## config.mk

```make
export PLATFORM = sky130hd
export DESIGN_NAME = button_reader
export DESIGN_NICKNAME = d
export VERILOG_FILES = /design/src/rtl/button_reader.sv
export SDC_FILE = /design/constraint.sdc
export NUM_CORES = 1
export LEC_CHECK = 0
export CORE_ASPECT_RATIO = 0.5
export CORE_MARGIN = 2
export CORE_UTILIZATION = 50
export CTS_BUF_LIST = sky130_fd_sc_hd__clkbuf_2
export DETAILED_ROUTE_END_ITERATION = 8
export PLACE_DENSITY_LB_ADDON = 0.05
export SKIP_LAST_GASP = 1
export SYNTH_ARGS = -nofsm -noshare
export SYNTH_HDL_FRONTEND = slang
export SYNTH_SLANG_ARGS = --single-unit
```

## constraint.sdc

```tcl
create_clock -name i_clk -period 3.7 [get_ports i_clk]
set_input_delay 0.37 -clock i_clk [delete_from_list [all_inputs] [get_ports i_clk]]
set_output_delay 0.37 -clock i_clk [all_outputs]
set_load 0.005 [all_outputs]
```

## src/rtl/button_reader.sv

```systemverilog
// Debounced button reader: input sync, per-bit debounce, press/release
// edge pulses and per-bit auto-repeat.
module button_reader #(
    parameter int               N_BTN     = 7,
    parameter int               DB_CNT    = 250000,
    parameter int               RPT_DELAY = 12500000,
    parameter int               RPT_RATE  = 2500000,
    parameter logic [N_BTN-1:0] INV_MASK  = 7'b0000001
) (
    input  logic             i_clk,
    input  logic             i_rst,
    input  logic [N_BTN-1:0] btn,
    output logic [N_BTN-1:0] o_state,
    output logic [N_BTN-1:0] o_press,
    output logic [N_BTN-1:0] o_release,
    output logic [N_BTN-1:0] o_repeat,
    output logic             o_any
);

    localparam int MAX_AB = (DB_CNT > RPT_DELAY) ? DB_CNT : RPT_DELAY;
    localparam int MAX_C  = (MAX_AB > RPT_RATE) ? MAX_AB : RPT_RATE;
    localparam int CW     = $clog2(MAX_C + 1);

    localparam logic [CW-1:0] DB_LAST  = CW'(DB_CNT - 1);
    localparam logic [CW-1:0] DLY_LAST = CW'((RPT_DELAY > 0) ? RPT_DELAY - 1 : 0);
    localparam logic [CW-1:0] RT_LAST  = CW'(RPT_RATE - 1);
    localparam bit            RPT_EN   = (RPT_DELAY != 0);

    typedef enum logic [1:0] {
        IDLE,
        DELAY,
        REPEAT
    } rpt_state_e;

    logic [N_BTN-1:0] sync1_q, sync1_d;
    logic [N_BTN-1:0] sync2_q, sync2_d;
    logic [N_BTN-1:0] state_q, state_d;
    logic [N_BTN-1:0] press_q, press_d;
    logic [N_BTN-1:0] release_q, release_d;
    logic [N_BTN-1:0] repeat_q, repeat_d;
    logic [CW-1:0]    db_cnt_q [N_BTN];
    logic [CW-1:0]    db_cnt_d [N_BTN];
    logic [CW-1:0]    rpt_cnt_q [N_BTN];
    logic [CW-1:0]    rpt_cnt_d [N_BTN];
    rpt_state_e       fsm_q [N_BTN];
    rpt_state_e       fsm_d [N_BTN];

    // Next-state: synchroniser, debounce counters, edge pulses, repeat FSMs
    always_comb begin
        sync1_d   = btn ^ INV_MASK;
        sync2_d   = sync1_q;
        state_d   = state_q;
        press_d   = '0;
        release_d = '0;
        repeat_d  = '0;
        for (int i = 0; i < N_BTN; i++) begin
            db_cnt_d[i]  = '0;
            rpt_cnt_d[i] = '0;
            fsm_d[i]     = fsm_q[i];

            if (sync2_q[i] != state_q[i]) begin
                if (db_cnt_q[i] == DB_LAST) begin
                    state_d[i] = sync2_q[i];
                end else begin
                    db_cnt_d[i] = db_cnt_q[i] + 1'b1;
                end
            end

            press_d[i]   = state_d[i] & ~state_q[i];
            release_d[i] = ~state_d[i] & state_q[i];

            case (fsm_q[i])
                IDLE: begin
                    if (press_d[i] && RPT_EN) begin
                        fsm_d[i] = DELAY;
                    end
                end
                DELAY: begin
                    if (rpt_cnt_q[i] == DLY_LAST) begin
                        fsm_d[i]    = REPEAT;
                        repeat_d[i] = 1'b1;
                    end else begin
                        rpt_cnt_d[i] = rpt_cnt_q[i] + 1'b1;
                    end
                end
                REPEAT: begin
                    if (rpt_cnt_q[i] == RT_LAST) begin
                        repeat_d[i] = 1'b1;
                    end else begin
                        rpt_cnt_d[i] = rpt_cnt_q[i] + 1'b1;
                    end
                end
                default: begin
                    fsm_d[i] = IDLE;
                end
            endcase

            // A release cancels any pending repeat in the same cycle
            if (release_d[i]) begin
                fsm_d[i]     = IDLE;
                rpt_cnt_d[i] = '0;
                repeat_d[i]  = 1'b0;
            end
        end
    end

    // State registers with synchronous reset
    always_ff @(posedge i_clk) begin
        if (i_rst) begin
            sync1_q   <= '0;
            sync2_q   <= '0;
            state_q   <= '0;
            press_q   <= '0;
            release_q <= '0;
            repeat_q  <= '0;
            for (int i = 0; i < N_BTN; i++) begin
                db_cnt_q[i]  <= '0;
                rpt_cnt_q[i] <= '0;
                fsm_q[i]     <= IDLE;
            end
        end else begin
            sync1_q   <= sync1_d;
            sync2_q   <= sync2_d;
            state_q   <= state_d;
            press_q   <= press_d;
            release_q <= release_d;
            repeat_q  <= repeat_d;
            for (int i = 0; i < N_BTN; i++) begin
                db_cnt_q[i]  <= db_cnt_d[i];
                rpt_cnt_q[i] <= rpt_cnt_d[i];
                fsm_q[i]     <= fsm_d[i];
            end
        end
    end

    assign o_state   = state_q;
    assign o_press   = press_q;
    assign o_release = release_q;
    assign o_repeat  = repeat_q;
    assign o_any     = |state_q;

endmodule

```

==> Yosys cells after proc, flatten, opt, wreduce, memory -nomap -nowiden <==
Memories as Yosys holds them, arrays and structs flattened.
Index checks and enable logic that the tools add are counted.
{ "totals": {"ff_bits": 42, "ramBits": 350, "input_bits": 9, "output_inout_bits": 29, "word_cells": 265, "mem_count": 3} }
{ "op_classes": {"n_addsub": 14, "n_eq_ne": 42, "n_mux": 129, "bitwise_logic": 50, "reduce_logical": 15} }
{ "mem_list": {"columns": ["name", "depth", "width", "rd", "rd_ports_with_merged_regs", "write_ports", "line_no", "source"], "rows": [
  ["db_cnt_q", 7, 24, 7, 0, 7, "41", "logic [CW-1:0] db_cnt_q [N_BTN];"],
  ["rpt_cnt_q", 7, 24, 7, 0, 7, "43", "logic [CW-1:0] rpt_cnt_q [N_BTN];"],
  ["fsm_q", 7, 2, 7, 0, 7, "45", "rpt_state_e fsm_q [N_BTN];"]
]} }
{ "op_table": {"columns": ["op", "n"], "rows": [
  ["$mux W24", 49],
  ["$add A24 B1 Y24 const B", 14],
  ["$pmux W24 S2", 7],
  ["$eq A24 B18 Y1 const B", 7],
  ["$eq A24 B22 Y1 const B", 7],
  ["$eq A24 B24 Y1 const B", 7],
  ["$mux W2", 28],
  ["$pmux W2 S3", 7],
  ["$mux W1", 31],
  ["$or A1 B1 Y1", 21],
  ["$not A1 Y1", 15],
  ["$and A1 B1 Y1", 14],
  ["$eq A2 B1 Y1 const B", 7],
  ["$eq A2 B2 Y1 const B", 7],
  ["$logic_not A2 Y1", 7],
  ["$pmux W1 S2", 7],
  ["$reduce_or A2 Y1", 7],
  ["$ne A1 B1 Y1", 7],
  ["$reduce_or A7 Y1", 1]
]} }

==> Depth between registers and ports, before layout <==
Gate-level depths: netlist (run 1).
{ "depth": {"depth_word": 8, "mapped_depth": 8, "ltp_nobuf": 7} }

==> Least setup slack after synthesis (run 1) <==
Ideal clock, no wire load.
{ "synth_timing": {"path_type": "register to register", "from": "memory db_cnt_q[2][8] (netlist name)", "to": "memory rpt_cnt_q[2][10] (netlist name)", "setup_time_ns": 0.115, "t_arrival_ns": 2.071, "required_ns": 3.585, "setup_slack_ns": 1.514, "stages_incl_launch_ff": 8, "n_path_buf": 2, "period_less_slack_ns": 2.186, "path_cell_list": "dfxtp_1 -> or4b_1 -> or4_1 -> buf_2 -> o31a_1 -> o211ai_4 -> buf_6 -> nor2_1"} }
{ "synth_rtl": {"columns": ["item", "line_no"], "rows": [
  ["start: declaration", "41"],
  ["end: declaration", "43"]
]} }

==> Final worst setup path (run 1) <==
{ "layout_timing": {"from": "register state_q[1], in the netlist o_state[1]", "to": "output port o_any"} }
{ "layout_between": {"elab_chain_len": 1} }
{ "layout_rtl": {"columns": ["item", "line_no", "source"], "rows": [
  ["start: declaration", "37", "logic [N_BTN-1:0] state_q, state_d;"],
  ["start signal: assignment", "124", "state_q <= state_d;"],
  ["$reduce_or A7 Y1", "140", "assign o_any = |state_q;"],
  ["end: declaration", "17", "output logic o_any"]
]} }
Every way passes these cells.

==> results of run 1 <==
## sequential cells by signal, indices dropped and copies added (netlist names)
signal	count
db_cnt_q	168
rpt_cnt_q	168
fsm_q	14
o_press	7
o_release	7
o_repeat	7
o_state	7
sync1_q	7
sync2_q	7
## layer usage
metal	vias to the layer above	routed length, um	global-route usage	part of all wire
met5	-	0	0	0
met4	0	528	0.0596	0.015
met3	54	1000	0.0451	0.029
met2	121	14900	0.299	0.43
met1	6340	18100	0.258	0.52
li1	7260	-	-	-
## final timing paths
kind,start,to,slack (ns)
worst max-delay path,o_state[1],o_any,1.09
worst min-delay path,sync1_q[2],sync2_q[2],0.44
worst max register to register,db_cnt_q[2][8],db_cnt_q[2][18],1.20
worst min register to register,sync1_q[2],sync2_q[2],0.44
## final cells by class
cell class / instances / area [um^2]
tap: 475 / 594
clock buffer: 133 / 666
sequential: 392 / 7850
fill: 3357 / 15300
inverter: 59 / 221
clock inverter: 22 / 164
timing repair buffer: 54 / 513
multi-input combinational: 1534 / 9370
antenna: 1 / 2.50
## report_power, final
part | total, uW | switching, uW | internal (uW) | leakage, uW
clock network | 2860 | 1710 | 1160 | 0.000637
registers | 4230 | 6.14 | 4230 | 0.00316
logic | 62.3 | 38.7 | 23.6 | 0.00219
total | 7160 | 1750 | 5410 | 0.00598
## through the flow
stage / cell area (um^2) / utilization
finish: 19400 / 0.559
floorplan: 17700 / -
CTS: 19400 / 0.559
global route: 19400 / 0.559
detailed placement: 18500 / 0.533
global placement: 18500 / 0.533
## logic make-up after synthesis
family | count (synthesis) | share of synthesized area
DFF | 392 | 0.444
xor gates and xnor gates | 307 | 0.152
and+or+nand+nor | 1110 | 0.316
muxes | 8 | 0.00453
AOI/OAI and AO/OA | 74 | 0.0327
adders and majority gates | 35 | 0.0248
buffers and inverters | 109 | 0.0250
## cell usage in the layout, fill, tap and decap left out, types with 14 or more instances in the layout
| cell type | Yosys | layout |
|---|---|---|
| nand2b_1 | 15 | 15 |
| and3_1 | 50 | 50 |
| nor4b_1 | 15 | 15 |
| clkbuf_2 | 1 | 133 |
| or4_1 | 14 | 14 |
| xnor2_1 | 164 | 164 |
| nand4_1 | 82 | 82 |
| and4_1 | 36 | 36 |
| ha_1 | 35 | 35 |
| nand2_1 | 143 | 143 |
| a21oi_1 | 23 | 23 |
| nor2_1 | 411 | 411 |
| nor2b_1 | 14 | 14 |
| dfxtp_1 | 392 | 392 |
| nand3_1 | 127 | 127 |
| xor2_1 | 143 | 143 |
| clkdlybuf4s50_1 | 0 | 36 |
| inv_1 | 59 | 59 |
| nor4_1 | 57 | 57 |
| nor3_1 | 78 | 78 |
| clkinv_1 | 0 | 14 |
==> reports/qor.txt, run 1 <==
Crit path largest cell delay = 0.45 ns
Status = finished clean
Post-route setup TNS = 0 ns
Cell Rows = 48
Delay-heaviest family, CP = buffers and inverters
Cells after Synth = 2035
Time the worst path needs with I/O delays and setup = 2.61 ns
Min Hold Slack = 0.437 ns
Ys async rst share = 0
Vias in the first global route = 12900
Maximum root-to-sink buffer count = 3
Wirelength, routed = 34.5 mm
Static Leak = 0.00598 uW
Critical path depth in cells = 3
Grt ovf = 0
Nets = 2174
Yosys top cell area share = 0.444
Area growth syn-to-layout = 9.73%
DRC Markers = 0
CTS clk-pin slew, worst paths = 0.12 ns
Fin Clk Skew = 0.0391 ns
Worst Setup Start Kind = flop
Final non-filler cell total = 2670
Mapped cell area = 0.0177 mm^2
Power Density = 369 mW/mm^2
Synth cell count leaders = nor2_1, dfxtp_1, xnor2_1
Count of maximum capacitance violations = 0
YS warnings = 0
Hold Path Depth = 1
Setup bufs post-CTS = 0
CTS tree = yes
Initial antenna violation count = 1
Synth cell types = 56
Crit Path Max Fanout = 6
Post-Place Cells = 2506
CP Capture Type = output pin
Synthesized flop and latch total = 392
Post-DRT Antenna Nets = 0
First-pass GRT wire length = 59.5 mm
Final Slew Violations = 0
Reg2reg path depth = 5
Crit path max-delay cell type = clkdlybuf4s50_1
Post-cts gate resize count = 0
Hold_buf cts = 8
Cell taking the most area after synthesis = dfxtp_1
Worst-Margin Slew = 0.892 ns
Clock H-tree levels = 3
Final worst setup slack = 1.09 ns
Fmax achieved = 0.383 GHz
Core area = 0.0347 mm^2
Drt wl/cell = 12.9 um
Net count after synthesis = 2079
Die Width = 270 um
I/O Buffers = 37
Max-slew headroom = 0.401
Layout cells sized above 1 = 0.0820
Die Height = 137 um
DR iter-0 viols = 735
HPWL after DPL = 22.9 mm
Worst-Skew Late Latency = 0.98 ns
Crit path cell chain = nor3_1 > nand2_1 > clkdlybuf4s50_1
Largest net degree at the start of global routing = 30
Total design power = 7160 uW
Hold Vio Cnt, Final = 0
VDD IR max = 0.220 mV
Post-synth EDFFs = 0
Die ar. = 0.0369 mm^2
Setup Viol. Count Final = 0
Initial DRT Pass Iterations = 5
Ys flop type = dfxtp_1
Hold Path Class = reg2reg
CP Data Arrival Time = 2.24 ns
Post-synthesis sequential area ratio = 0.444
Via/cell ratio = 5.16
Ports = 38
Vias = 13800
Avg Synthesized Cell Area = 8.68 um^2
Starting Density = 0.510
Setup WS pre-CTS = 1.19 ns
Placer Congestion = 0.802
WP buf/inv = 1
Root buffer cell = clkbuf_2
All-Layer GR Usage = 0.190
RSZ-0062 raised after global routing = false
Top-count cell post-synth = nor2_1
CTS Buf Count = 89
Largest cells by area after synthesis = dfxtp_1, nor2_1, xnor2_1, xor2_1, nand3_1
Crit Path Category = reg2out
Crit path required time = 3.33 ns
Sink Count = 392
Final worst-path cycle share = 0.705
(Power assumes the default switching activity.)
==> inputs of run 2 (changes only) <==
==> constraint.sdc (replaced) <==
create_clock -name i_clk -period 2.3 [get_ports i_clk]
set_input_delay 0.23 -clock i_clk [delete_from_list [all_inputs] [get_ports i_clk]]
set_output_delay 0.23 -clock i_clk [all_outputs]
set_load 0.005 [all_outputs]
==> reports/qor.txt, run 2 (same netlist as run 1, synthesis figures left out) <==
Drt wl/cell = 12.8 um (-1.2%)
All-Layer GR Usage = 0.189 (-0.000447)
Die Height = 137 um (unchanged)
Nets = 2231 (+2.6%)
Maximum root-to-sink buffer count = 3 (unchanged)
Sink Count = 392 (unchanged)
Final Slew Violations = 0 (unchanged)
Root buffer cell = clkbuf_2
CTS clk-pin slew, worst paths = 0.13 ns (about the same)
Ports = 38 (unchanged)
Hold Path Class = in2reg
Largest net degree at the start of global routing = 25 (-17%)
CP Data Arrival Time = 3.03 ns (+0.79 ns)
I/O Buffers = 37 (unchanged)
Crit Path Max Fanout = 12 (+6)
RSZ-0062 raised after global routing = true
DR iter-0 viols = 490 (-33%)
Core area = 0.0347 mm^2 (unchanged)
Min Hold Slack = 0.244 ns (-0.192 ns)
Commonest non-fill, non-tap cell in the layout = nor2_1
Setup Viol. Count Final = 0 (unchanged)
Placer Congestion = 0.808 (+0.77%)
Setup WS pre-CTS = 0.142 ns (-1.05 ns)
Vias in the first global route = 12700 (-1.7%)
Static Leak = 0.00635 uW (+6.2%)
Initial antenna violation count = 1 (unchanged)
Initial DRT Pass Iterations = 7 (+2)
Die Width = 270 um (unchanged)
Area growth syn-to-layout = 13.1%
Power Density = 563 mW/mm^2 (+52%)
CTS Buf Count = 88 (-1.1%)
CP Capture Type = flop
Vias = 13900 (+1.1%)
Cell Rows = 48 (unchanged)
Clock H-tree levels = 3 (unchanged)
Hold Vio Cnt, Final = 0 (unchanged)
Multi-input gate area = 0.00941 mm^2 (+0.41%)
Fmax achieved = 0.459 GHz
Worst Setup Start Kind = flop
Count of maximum capacitance violations = 0 (unchanged)
Biggest regs = db_cnt_q x168, rpt_cnt_q x168, fsm_q x14
Die ar. = 0.0369 mm^2 (unchanged)
Final worst-path cycle share = 0.947
Post-DRT Antenna Nets = 0 (unchanged)
Via/cell ratio = 5.11 (-1.0%)
Max-slew headroom = 0.687 (+0.286)
Time the worst path needs with I/O delays and setup = 2.18 ns
Layout cells sized above 1 = 0.111 (+0.0286)
Register area = 0.00787 mm^2 (+0.24%)
First-pass GRT wire length = 59.2 mm (-0.44%)
CTS tree = yes
Worst-Skew Late Latency = 0.96 ns (-0.02 ns)
Status = finished clean
Wirelength, routed = 34.8 mm (+0.99%)
Final worst setup slack = 0.121 ns (-0.971 ns)
Crit path required time = 3.16 ns (-0.17 ns)
Fin Clk Skew = 0.0699 ns (+0.0308 ns)
Worst-Margin Slew = 0.464 ns (-0.428 ns)
Grt ovf = 0 (unchanged)
VDD IR max = 0.332 mV (+51%)
HPWL after DPL = 23.5 mm (+2.6%)
Fill cells = 3277 (-2.4%)
Highest-count cells in the layout ignoring fill and taps = nor2_1, dfxtp_1, xnor2_1, nand2_1, xor2_1
DRC Markers = 0 (unchanged)
Crit Path Category = reg2reg
Starting Density = 0.510 (unchanged)
run 2: cell count changes in the layout (fill, tap and decap cells not counted), moves of 3 or more:
cell	previous run	this run
dfxtp_2	0	3
buf_12	0	10
dfxtp_1	392	385
clkinv_2	2	8
clkinv_1	14	17
buf_4	9	55
clkbuf_2	133	128
dfxtp_4	0	4
run 2: layout make-up:
cell class / instances / area share
inverters: 59 / 0.0111
multi-input cells: 1534 / 0.471
well taps: 475 / 0.0298
diodes: 2 / 0.000251
clock inverters: 27 / 0.00689
flip-flops and latches: 392 / 0.394
clock buffers: 127 / 0.0318
repair buffers: 112 / 0.0552
run 2: where the power goes:
part           internal [uW]  switching [uW]  leakage, uW  total [uW]
logic                   57.0            66.9      0.00258         124
clock network           1590            2730     0.000604        4320
registers               6790            8.88      0.00316        6800
run 2: worst max-delay path, stage by stage, from the launching register on:
cell and delay (ns):
dfxtp_1 0.35, or4b_1 0.49, or4_4 0.51, buf_4 0.17, nor2_2 0.10, a211o_2 0.21, clkbuf_16 0.19, nor2_1 0.05
run 2: final timing paths:
kind / cells after the start / endpoint / from / slack, ns
worst max-delay path: 7 / db_cnt_q[2][16] / db_cnt_q[2][21] / 0.12
worst min-delay path: 3 / o_state[4] / i_rst / 0.24
worst max register to register: 7 / db_cnt_q[2][16] / db_cnt_q[2][21] / 0.12
worst min register to register: 1 / rpt_cnt_q[2][0] / rpt_cnt_q[2][0] / 0.44
run 2: repair_timing:
action,4_1_cts,5_1_grt
cloned,0,2
hold buffers,8,0
endpoints found under the hold margin,61,0
gates resized for setup,13,10
pin swaps,0,3
setup buffers,1,1
endpoints found under the setup margin,8,51
run 2: stage by stage:
step / utilization / setup TNS [ns] / cell area (um^2) / total power (uW) / cells
after global placement: 0.548 / 0 / 19000 / 7070 / 2560
after floorplan: - / 0 / 17700 / 7020 / 2035
final: 0.576 / 0 / 20000 / 11200 / 2728
after detailed placement: 0.548 / 0 / 19000 / 7070 / 2560
after CTS: 0.574 / 0 / 19900 / 11500 / 2723
after global routing: 0.576 / -0.0455 / 20000 / 11800 / 2728
run 2: routing by layer:
metal  vias to the layer above  share of wire  GRT usage  routed length (um)
met4                         0          0.014     0.0593                 493
met3                        44          0.038     0.0468                1310
met2                       163           0.43      0.295               14900
met1                      6339           0.52      0.259               18100
li1                       7383              -          -                   -
met5                         -              0          0                   0
==> variant 1 (settings of run 1) <==
Register the output `o_press` once more; this adds one clock of latency there. The other outputs are not delayed to match.
--- a/src/rtl/button_reader.sv
+++ b/src/rtl/button_reader.sv
@@ -135,5 +135,7 @@
 
     assign o_state   = state_q;
-    assign o_press   = press_q;
+    always_ff @(posedge i_clk) begin
+        o_press <= press_q;
+    end
     assign o_release = release_q;
     assign o_repeat  = repeat_q;
Behaviour: same outputs for any inputs over 4 cycles, from zero or initial values and one cycle with i_rst high; that may be too few to reach the edited logic, so the function may still have changed.
==> variant 1 against run 1 <==
- synthesized area grew 1.3%
- worst hold slack lost 100 ps
- sequential cell count grew 7
- core utilization grew 0.31 points
- maximum frequency shrank 15%
- power is essentially flat
- routed wire length grew 1.3%
- via count grew 0.93%
- final area grew 1.1%
- sequential share of layout area grew 0.29 points
- worst setup slack lost 470 ps
- count of clock-buffer cells in the layout shrank 9
- highest routed layer unchanged
==> variant 1: results (changes against run 1) <==
Logic synthesis
  – Syn_nets: 2,092 (was 2,079)
  – Yosys cell types: 55 (was 56)
  – Xor and xnor area share after synthesis: 15.0% (was 15.2%)
  – Post-Synth Adder-Cell Area: 2.45% (was 2.48%)
  – Sequential element share of the synthesized area: 44.6% (was 44.4%)
  – Post-synthesis mux area share: 0.615% (was 0.453%)
  – Post-synth top cells: nor2_1 (418), dfxtp_1 (399), xnor2_1 (154), xor2_1 (152), nand2_1 (135) (was nor2_1 (411), dfxtp_1 (392), xnor2_1 (164), nand2_1 (143), xor2_1 (143))
  – Compound-Gate Fraction of Synth Area: 3.37% (was 3.27%)
  – Post-synth ARST share: 0% (unchanged)
  – Largest cells by area after synthesis: dfxtp_1 (45%), nor2_1 (8.8%), xnor2_1 (7.5%) (was dfxtp_1 (44%), nor2_1 (8.7%), xnor2_1 (8.1%))

Pwr
  – Leak: 6.18 nW (was 5.98 nW)
  – Peak supply drop: 206 uV (was 220 uV)

Route
  – Total wire length: 34.9 mm (was 34.5 mm)

Final layout
  – Layout cells sized above 1: 7.58% (was 8.20%)
  – NumNets Final: 2,188 (was 2,174)

STA
  – Worst-Margin Slew: 1140 ps (was 892 ps)

Place
  – RePlAce Congestion: 0.794 (was 0.802)
  – Setup WS pre-CTS: 1280 ps (was 1190 ps)
  – Hpwl dp: 23.4 mm (was 22.9 mm)

Run status
  – Status: finished clean (unchanged)

GRT
  – Vias in the first global route: 12,900 (about the same)
  – First-pass GRT wire length: 59.6 mm (was 59.5 mm)
  – Number of antenna violations at the first check in global routing: 1 (unchanged)
  – Tot GR Track Use: 18.9% (was 19.0%)

Worst setup path
  – Worst EP arrival: 2710 ps (was 2240 ps)
  – Worst-path maximum fanout: 5 (was 6)

Clocking
  – TritonCTS Buffers: 89 (unchanged)
  – Clk Tree Root Cell: clkbuf_2 (unchanged)
  – Clk pin slew, worst setup/hold paths: 140 ps (was 120 ps)

Floorplanning
  – Die area: 37,400 um2 (was 36,900 um2)
## variant 1: cell count changes after synthesis, moves of 6 or more
cell / change
xnor2_1: -10
xor2_1: +9
a21oi_1: -8
and2_1: +8
nand2_1: -8
dfxtp_1: +7
nor2_1: +7
nor4b_1: +7
nand4_1: +6
nor3_1: -6
nor4_1: -6
## variant 1: kinds of logic after synthesis
family                     count (synthesis)
AOI/OAI and AO/OA                         73
xor gates and xnor gates                 306
adders and majority gates                 35
buffers and inverters                    113
DFF                                      399
muxes                                     11
and+or+nand+nor                         1111
## variant 1: path summary, 6_finish.rpt
| check | depth (start not counted) | start | to |
|---|---|---|---|
| setup / recovery | 3 | o_state[3] | o_any |
| hold / removal | 0 | press_q[2] | o_press[2] |
| setup reg to reg | 7 | rpt_cnt_q[0][0] | rpt_cnt_q[0][9] |
| hold reg to reg | 0 | press_q[2] | o_press[2] |
## variant 1: metrics by stage
| step | util (%) | instances | cell area (um2) | hold WS, ps | total power, mW |
|---|---|---|---|---|---|
| 5_1_grt | 56.2 | 2692 | 19600 | 343 | 7.52 |
| 3_5_place_dp | 53.6 | 2520 | 18700 | 314 | 4.47 |
| 4_1_cts | 56.2 | 2691 | 19600 | 316 | 7.31 |
| 6_report | 56.2 | 2692 | 19600 | 335 | 7.16 |
| 3_3_place_gp | 53.6 | 2520 | 18700 | 310 | 4.47 |
| 2_1_floorplan | - | 2048 | 17900 | 310 | 4.44 |
## variant 1: power by group
group / switching (mW) / internal, mW
sequential: 0.00520 / 4.30
combinational: 0.0413 / 0.0243
clock: 1.73 / 1.05
## variant 1: metal layers
metal | GRT usage [%] | vias up | wire length (um)
met1 | 25.4 | 6429 | 17900
met5 | 0 | - | 0
met4 | 5.59 | 0 | 408
met2 | 30.3 | 143 | 15400
li1 | - | 7285 | -
met3 | 4.74 | 46 | 1200
## variant 1: critical path, stage by stage (launching register included)
cell and delay (ps):
dfxtp_1 410, nor4_1 760, nand2_1 90, clkdlybuf4s50_1 480
## variant 1: final cells by class
cell class / instances / area [um2]
clock inverters: 39 / 204
repair buffers: 55 / 520
well taps: 475 / 594
multi-input cells: 1536 / 9420
fillers: 3342 / 15200
flip-flops and latches: 399 / 7990
clock buffers: 124 / 621
diodes: 1 / 2.50
inverters: 63 / 236
==> variant 2 (config.mk and constraints of run 1) <==
Without the edit above. Set the parameter `RPT_RATE` to 625000 (it was 2500000).
--- a/src/rtl/button_reader.sv
+++ b/src/rtl/button_reader.sv
@@ -5,5 +5,5 @@
     parameter int               DB_CNT    = 250000,
     parameter int               RPT_DELAY = 12500000,
-    parameter int               RPT_RATE  = 2500000,
+    parameter int               RPT_RATE  = 625000,
     parameter logic [N_BTN-1:0] INV_MASK  = 7'b0000001
 ) (
Check against the original RTL: same outputs for any inputs over 4 cycles, from zero or initial values and one cycle with i_rst high; that may be too few to reach the edited logic, so the function may still have changed.
==> variant 2 against run 1 <==
- sequential cell count unchanged
- final area grew 1.3%
- via count up 4.4%
- routed wire length rose by 6.0%
- worst setup slack worse by 69 ps
- global-route usage up 0.73 points
- die area is 1.6% higher
- cell count up 2.4%
- non-clock buffer count increased by 2
- synthesized area increased by 1.7%
- first-iteration DRC count up 7.3%
- power decreased by 3.1%
- clock skew grew 36 ps
- critical path type is now register to register
- critical endpoint is now rpt_cnt_q[3][4]
- largest cell class unchanged
- highest routed layer unchanged
==> variant 2: results (changes against run 1) <==
Worst setup path
  – Worst-path maximum fanout: 13 (was 6)
  – R2R depth: 6 (was 5)
  – Setup crit end kind: register (was primary output)
  – Reg2reg setup slack: 1020 ps (was 1200 ps)
  – Slowest stage delay, CP: 670 ps (was 450 ps)
  – Worst r2r dst: rpt_cnt_q[3][4] (was db_cnt_q[2][18])
  – Setup crit start: rpt_cnt_q[3][14] (was o_state[1])
  – CP max-delay cell: or4b_2 (was clkdlybuf4s50_1)
  – Worst EP arrival: 3500 ps (was 2240 ps)

GRT
  – Largest net degree at the start of global routing: 27 (was 30)
  – Vias in the first global route: 13,400 (was 12,900)
  – Number of antenna violations at the first check in global routing: 1 (unchanged)
  – First-pass GRT wire length: 63.5 mm (was 59.5 mm)
  – Tot GR Track Use: 19.7% (was 19.0%)

STA
  – Final Hold Violating Endpoints: 0 (unchanged)
  – Final worst clock skew: 75.1 ps (was 39.1 ps)
  – Worst-Margin Slew: 1120 ps (was 892 ps)

Logic synthesis
  – Yosys cell types: 58 (was 56)
  – Post-synth ARST share: 0% (unchanged)
  – Top FF cell, synth: dfxtp_1 (unchanged)
  – Largest cells by area after synthesis: dfxtp_1 (44%), xnor2_1 (8.6%), nor2_1 (8.3%) (was dfxtp_1 (44%), nor2_1 (8.7%), xnor2_1 (8.1%))
  – Post-synth top cells: nor2_1 (399), dfxtp_1 (392), xnor2_1 (176), nand2_1 (143), nand3_1 (131) (was nor2_1 (411), dfxtp_1 (392), xnor2_1 (164), nand2_1 (143), xor2_1 (143))
  – Synthesis Warnings: 0 (unchanged)
  – Syn_nets: 2,134 (was 2,079)
  – Sequential element share of the synthesized area: 43.7% (was 44.4%)

Clocking
  – Clock Tree Buf Depth: 3 (unchanged)
  – TritonCTS Buffers: 89 (unchanged)
  – Clk Tree Root Cell: clkbuf_2 (unchanged)
  – Post-CTS Repair Setup Buffers: 0 (unchanged)
  – Post-CTS resize count: 0 (unchanged)
  – Clk pin slew, worst setup/hold paths: 110 ps
  – H-tree Lvls: 3 (unchanged)
  – Insertion delay to the later sink of the worst-skew pair: 950 ps (was 980 ps)

Route
  – Detailed Route Iter0 Violations: 789 (was 735)
  – Routed len/inst: 13.4 um (was 12.9 um)
  – Drt pass-1 iters: 6 (was 5)
  – DR vias: 14,400 (was 13,800)

Place
  – Hpwl dp: 24.6 mm (was 22.9 mm)
  – RePlAce Congestion: 0.825 (was 0.802)
  – Cell Area, Placed: 18,800 um2 (was 18,500 um2)
  – Input/output buffers: 37 (unchanged)

Final layout
  – NumNets Final: 2,227 (was 2,174)
  – Largest regs: db_cnt_q x168, rpt_cnt_q x168, fsm_q x14 (unchanged)
  – Layout cells sized above 1: 8.00% (was 8.20%)

Min path
  – Hold WC Path Type: input port to register (was register to register)
  – Hold path start: i_rst (was sync1_q[2])
  – Hold Path Stages: 3 (was 1)

Pwr
  – Peak supply drop: 225 uV (was 220 uV)
  – Cell internal pwr: 5.19 mW (was 5.41 mW)
  – Leak: 6.12 nW (was 5.98 nW)

Run status
  – Status: finished clean (unchanged)
-- variant 2: worst min path at each step --
stage	end	slack, ps
finish	o_state[6]	440
global route	sync1_q[3]	370
CTS	o_state[6]	320
detailed placement	sync2_q[1]	430
global placement	sync2_q[4]	420
floorplan	db_cnt_q[5][0]	410
-- variant 2: final cells by class --
type | count | area (um2)
Sequential cell | 392 | 7850
Timing Repair Buffer | 56 | 528
Antenna cell | 1 | 2.50
Fill cell | 3424 | 16100
Clock buffer | 132 | 661
Tap cell | 484 | 606
Inverter | 63 | 236
Clock inverter | 25 | 97.6
Multi-Input combinational cell | 1581 | 9650
-- variant 2: cells by family after synthesis --
group	after synthesis	share of synthesized area [%]
flops	392	43.7
fa+ha+maj	35	2.44
mux	11	0.613
compound gates	95	3.94
xor+xnor	295	14.4
simple gates	1145	32.3
buf+inv	117	2.58
-- variant 2: critical path: cells and delay by family (launching register included) --
| kind | cells | cell delay (ps) |
|---|---|---|
| buf+inv | 1 | 290 |
| simple gates | 3 | 1230 |
| flops | 1 | 390 |
| compound gates | 2 | 650 |
-- variant 2: metal layers --
layer	track usage [%]	vias up	share of wire [%]
li1	-	7487	-
met1	27.8	6652	52
met2	30.3	183	43
met3	4.57	53	3.6
met4	5.15	0	1.4
met5	0	-	0
-- variant 2: power groups by stage --
stage          combinational (mW)  clock (mW)  sequential (mW)
2_1_floorplan              0.0367           0             4.33
3_3_place_gp               0.0576           0             4.33
3_5_place_dp               0.0575           0             4.33
4_1_cts                    0.0646        2.77             4.23
5_1_grt                    0.0703        3.01             4.24
6_report                   0.0629        2.64             4.23
-- variant 2: metrics by stage --
step	power [mW]	hold slack, ps	cells	worst slack, ps	util [%]
after CTS	7.07	321	2733	995	55.0
after detailed placement	4.39	430	2568	1040	52.6
final	6.93	437	2734	1020	55.0
after global routing	7.31	368	2734	775	55.0
after floorplan	4.36	413	2090	1470	-
after global placement	4.39	416	2568	1090	52.6
